**src/rtl/join_collector.sv**
```systemverilog
// join_collector: fires one launch pulse to all workers, collects completion pulses and
// signals the join point (wait-all / wait-any / no-wait). Watchdog built only with JOIN_TIMEOUT_EN.
module join_collector #(
  parameter int N_WORKERS = 2,
  parameter int CNT_W     = 16,
  parameter int TIMEOUT   = 1000
) (
  input  logic                         clk,
  input  logic                         rst,
  input  logic                         start,
  input  logic [1:0]                   mode,
  output logic [N_WORKERS-1:0]         worker_start,
  input  logic [N_WORKERS-1:0]         worker_done,
  output logic                         busy,
  output logic                         joined,
  output logic [N_WORKERS-1:0]         done_mask,
  output logic [$clog2(N_WORKERS)-1:0] first_id,
  output logic [CNT_W-1:0]             elapsed,
  output logic                         timeout
);

  localparam int ID_W = $clog2(N_WORKERS);

  generate
    if (N_WORKERS < 2 || N_WORKERS > 16 || CNT_W < 1 || TIMEOUT < 1) begin : g_param_check
      $error("join_collector: parameter out of range");
    end
  endgenerate

  typedef enum logic [1:0] {IDLE, LAUNCH, WAIT} state_t;

  state_t                 state, state_nx;
  logic [1:0]             mode_q, mode_nx;
  logic                   reached, reached_nx;
  logic [N_WORKERS-1:0]   start_nx, mask_nx;
  logic                   busy_nx, joined_nx;
  logic [ID_W-1:0]        first_nx, low_idx;
  logic [CNT_W-1:0]       elapsed_nx;

`ifdef JOIN_TIMEOUT_EN
  localparam int WD_W = $clog2(TIMEOUT + 1);
  logic [WD_W-1:0] wd, wd_nx;
  logic            timeout_nx;
`endif

  // lowest-index completion seen on this edge
  always_comb begin
    low_idx = '0;
    for (int i = N_WORKERS - 1; i >= 0; i--) begin
      if (worker_done[i]) low_idx = ID_W'(i);
    end
  end

  always_comb begin
    state_nx   = state;
    mode_nx    = mode_q;
    reached_nx = reached;
    start_nx   = '0;
    busy_nx    = busy;
    joined_nx  = 1'b0;
    mask_nx    = done_mask;
    first_nx   = first_id;
    elapsed_nx = elapsed;
`ifdef JOIN_TIMEOUT_EN
    wd_nx      = wd;
    timeout_nx = 1'b0;
`endif
    case (state)
      IDLE: begin
        if (start) begin
          state_nx   = LAUNCH;
          mode_nx    = mode;
          mask_nx    = '0;
          first_nx   = '0;
          elapsed_nx = '0;
          busy_nx    = 1'b1;
          start_nx   = '1;
          // no-wait joins alongside the launch pulse itself
          reached_nx = (mode == 2'b10);
          joined_nx  = (mode == 2'b10);
`ifdef JOIN_TIMEOUT_EN
          wd_nx      = '0;
`endif
        end
      end
      LAUNCH: state_nx = WAIT;
      WAIT: begin
        mask_nx = done_mask | worker_done;
        if (done_mask == '0 && worker_done != '0) first_nx = low_idx;
        if (!reached && elapsed != '1) elapsed_nx = elapsed + CNT_W'(1);
        if (!reached && ((mode_q == 2'b01 && worker_done != '0) ||
                         (mode_q != 2'b01 && &mask_nx))) begin
          reached_nx = 1'b1;
          joined_nx  = 1'b1;
        end
        if (&mask_nx) begin
          state_nx = IDLE;
          busy_nx  = 1'b0;
        end
`ifdef JOIN_TIMEOUT_EN
        // counts WAIT edges independently of elapsed, which freezes at the join point
        wd_nx = wd + WD_W'(1);
        if (wd_nx == WD_W'(TIMEOUT) && !(&mask_nx)) begin
          timeout_nx = 1'b1;
          state_nx   = IDLE;
          busy_nx    = 1'b0;
        end
`endif
      end
      default: state_nx = IDLE;
    endcase
  end

  always_ff @(posedge clk) begin
    if (rst) begin
      state        <= IDLE;
      mode_q       <= 2'b00;
      reached      <= 1'b0;
      worker_start <= '0;
      busy         <= 1'b0;
      joined       <= 1'b0;
      done_mask    <= '0;
      first_id     <= '0;
      elapsed      <= '0;
    end else begin
      state        <= state_nx;
      mode_q       <= mode_nx;
      reached      <= reached_nx;
      worker_start <= start_nx;
      busy         <= busy_nx;
      joined       <= joined_nx;
      done_mask    <= mask_nx;
      first_id     <= first_nx;
      elapsed      <= elapsed_nx;
    end
  end

`ifdef JOIN_TIMEOUT_EN
  always_ff @(posedge clk) begin
    if (rst) begin
      wd      <= '0;
      timeout <= 1'b0;
    end else begin
      wd      <= wd_nx;
      timeout <= timeout_nx;
    end
  end
`else
  assign timeout = 1'b0;
`endif

endmodule
```
**config.mk**
```make
export PLATFORM = sky130hd
export DESIGN_NAME = join_collector
export DESIGN_NICKNAME = d
export VERILOG_FILES = /design/src/rtl/join_collector.sv
export SDC_FILE = /design/constraint.sdc
export NUM_CORES = 1
export LEC_CHECK = 0
export BUFFER_PORTS_ARGS = -buffer_cell sky130_fd_sc_hd__buf_4
export CAP_MARGIN = 25
export CORE_MARGIN = 3
export CORE_UTILIZATION = 42
export CTS_BUF_LIST = sky130_fd_sc_hd__clkbuf_8
export DETAILED_ROUTE_END_ITERATION = 6
export PLACE_DENSITY = 0.76
export SLEW_MARGIN = 15
export SYNTH_ARGS = -nofsm -noshare
export SYNTH_HDL_FRONTEND = slang
export SYNTH_SLANG_ARGS = --single-unit
```
**constraint.sdc**
```tcl
create_clock -name clk -period 2.45 [get_ports clk]
set_clock_uncertainty 0.05 [all_clocks]
set_input_delay 0.3675 -clock clk [delete_from_list [all_inputs] [get_ports clk]]
set_output_delay 0.3675 -clock clk [all_outputs]
set_load 0.02 [all_outputs]
```
==> results.cfg <==
[power_and_ir_drop]
p_leak_nw = 0.6653
ir_worst_vdd_mv = 0.4914
cellPowerDensity_nw_per_um2 = 497.7
total_power_w = 0.0008169

[floorplan]
fp-row-count = 19
die_area_um2 = 3931
core_um2 = 2900
start_util = 0.4655
fp.dieH_um = 62.70
dieWidth_um = 62.70
io_pins = 31

[cts]
clkSinkCount = 27
htreeDepth = 1
post-cts-setup-buffers = 0
cts_buffer_depth = 2
ctsResizeCount = 0
cts_made_buffers = 3
insertion_delay_ns = 0.27
hold_buffers = 0
cts_root_buffer = clkbuf_8
cts_tree = yes
path_clk_slew_ns = 0.09

[grt]
antenna_found_initial = 0
grt.total_usage = 0.1671
grt_pass1_wl_um = 5478
grt_max_degree = 31
overflow = 0
grt_pass1_vias = 1188

[min_path]
worst_hold_startpoint = mode[1]
hold_end = mode_q[1]$_SDFFE_PP0P_
hp-class = in -> reg
min_path_cells = 3

[logic_synthesis]
synth_top_area_share = 0.4004
synth_edf_count = 0
ys_ff_latch = 27
synthArstFlopShare = 0
synth_ff_type = dfxtp_1
syn_avg_cell_area_um2 = 8.282
ys_seq_area_frac = 0.4004
synth_cells = 163
synth.largest_area_cell = dfxtp_1
synth_area_leaders = dfxtp_1 (40%), a21oi_1 (7.4%), nor2_1 (5.3%)
syn-num-nets = 171
ys_types = 40
synthesis.area_um2 = 1350
ys_warn_count = 0

[worst_setup_path]
start_kind = flip-flop
path_class = reg -> reg
cp-end-kind = flip-flop
ff2ff_setup_slack_ns = 0.24
timing.rr.end = elapsed[12]$_SDFFE_PP0P_
cp.arrival_ns = 2.37
reg2regPathDepth = 6
worstPathMaxFanout = 11
crit_required_ns = 2.60
rr_startpoint = elapsed[0]$_SDFFE_PP0P_

[sta]
setup_tns_ns = 0
setup_violations = 0
fin_crit_ns = 2.214
rsz0062_at_grt = no
hold_viol_final = 0
max_freq_mhz = 451.6
slew_violations = 0
timing.hold.ws_ns = 0.2902
fin_crit_sh = 0.9037

[final_layout]
post-route-util = 0.5660
fin_nets = 199
area_delta_synth_final_pct = 21.59
antennaDiodeCount = 0
drive_above_1_share = 0.2158

[place]
io_buffers = 29
gp_congestion = 0.7781
hpwl_um = 2260

[detailed_routing]
wl_um = 3102
vias = 1309
ant_nets = 0
drt-initial-drc-count = 110
wl_per_cell_um = 13.37
viasPerCell = 5.642
drc = 0
dr.pass1.iters = 4

[run_status]
status = complete, no violations

[flow_run]
max_cap_viol_count = 0
-- layer usage --
| layer | up-vias | wire length [um] | GRT usage |
|---|---|---|---|
| met2 | 44 | 1464 | 0.2730 |
| met1 | 614 | 1406 | 0.2211 |
| met4 | 0 | 31 | 0.04132 |
| li1 | 645 | - | - |
| met5 | - | 0 | 0 |
| met3 | 6 | 200 | 0.03957 |
-- cells in the final DEF, fill, tap and decap left out, types with 2 or more instances in the layout --
master,count
buf_4,33
dfxtp_1,27
a21oi_1,20
nor2_1,19
nand2_1,10
nor3_1,8
nand3_1,7
and3_1,5
nand2b_1,5
o21ai_1,5
o21ai_0,4
a31oi_1,4
nor3b_1,4
nor2b_1,4
nand4b_1,3
mux2i_1,3
clkbuf_8,3
and2b_1,2
a41oi_1,2
nand3b_1,2
mux2_1,2
nand4_1,2
-- area by class of cell --
class | instances | area (um2)
Clock buffer | 3 | 41.29
Clock inverter | 1 | 5.005
Fill cell | 292 | 1259
Inverter | 1 | 3.754
Multi-Input combinational cell | 125 | 750.7
Sequential cell | 27 | 540.5
Tap cell | 42 | 52.55
Timing Repair Buffer | 33 | 247.7
-- logic make-up after synthesis --
logic type               share of synthesized area
other                                     0.002778
flip-flops                                  0.4004
multiplexers                               0.03892
AND/OR/NAND/NOR                             0.3151
AO/OA/AOI/OAI                               0.1900
adder cells (fa/ha/maj)                   0.009266
buffers and inverters                      0.04355
-- synthesized netlist by cell type, types with 3 or more instances --
master	count
and3_1	5
nand4b_1	3
nor2_1	19
mux2i_1	3
nor3_1	8
nor2b_1	4
nand2_1	10
nor3b_1	4
nand3_1	7
o21ai_1	5
o21ai_0	4
clkbuf_1	3
dfxtp_1	27
a21oi_1	20
nand2b_1	5
a31oi_1	4
-- registers in the layout (all words and copies together), names as in the netlist --
register	cells
busy	1
done_mask	2
mode_q	2
elapsed	16
worker_start	1
joined	1
state	2
reached	1
first_id	1
-- per-stage QoR --
step,setup slack (ns),cell area (um2),instances
detailed placement,0.2852,1595,228
finish,0.2359,1642,232
global route,0.05294,1642,232
global placement,0.3964,1595,228
floorplan,0.4103,1350,163
CTS,0.2361,1642,232
-- worst max path at each step --
| stage | startpoint | to | slack [ns] |
|---|---|---|---|
| after global placement | elapsed[0]$_SDFFE_PP0P_ | elapsed[12]$_SDFFE_PP0P_ | 0.40 |
| final | elapsed[0]$_SDFFE_PP0P_ | elapsed[12]$_SDFFE_PP0P_ | 0.24 |
| after floorplan | elapsed[0]$_SDFFE_PP0P_ | elapsed[15]$_SDFFE_PP0P_ | 0.41 |
| after CTS | elapsed[0]$_SDFFE_PP0P_ | elapsed[12]$_SDFFE_PP0P_ | 0.24 |
| after detailed placement | elapsed[0]$_SDFFE_PP0P_ | elapsed[12]$_SDFFE_PP0P_ | 0.29 |
| after global routing | elapsed[0]$_SDFFE_PP0P_ | elapsed[12]$_SDFFE_PP0P_ | 0.05 |
-- report_power, final --
group | internal, W | switching [W]
sequential | 0.000450 | 0.00000986
combinational | 0.0000408 | 0.0000649
clock | 0.000114 | 0.000138
-- worst max-delay path, stage by stage (launching register included) --
cell	delay, ns
dfxtp_1	0.45
ha_1	0.25
nand3_1	0.12
or3_4	0.42
o31ai_4	0.50
nor2_1	0.13
a211oi_2	0.22
Power figures use the tool's default switching activity.
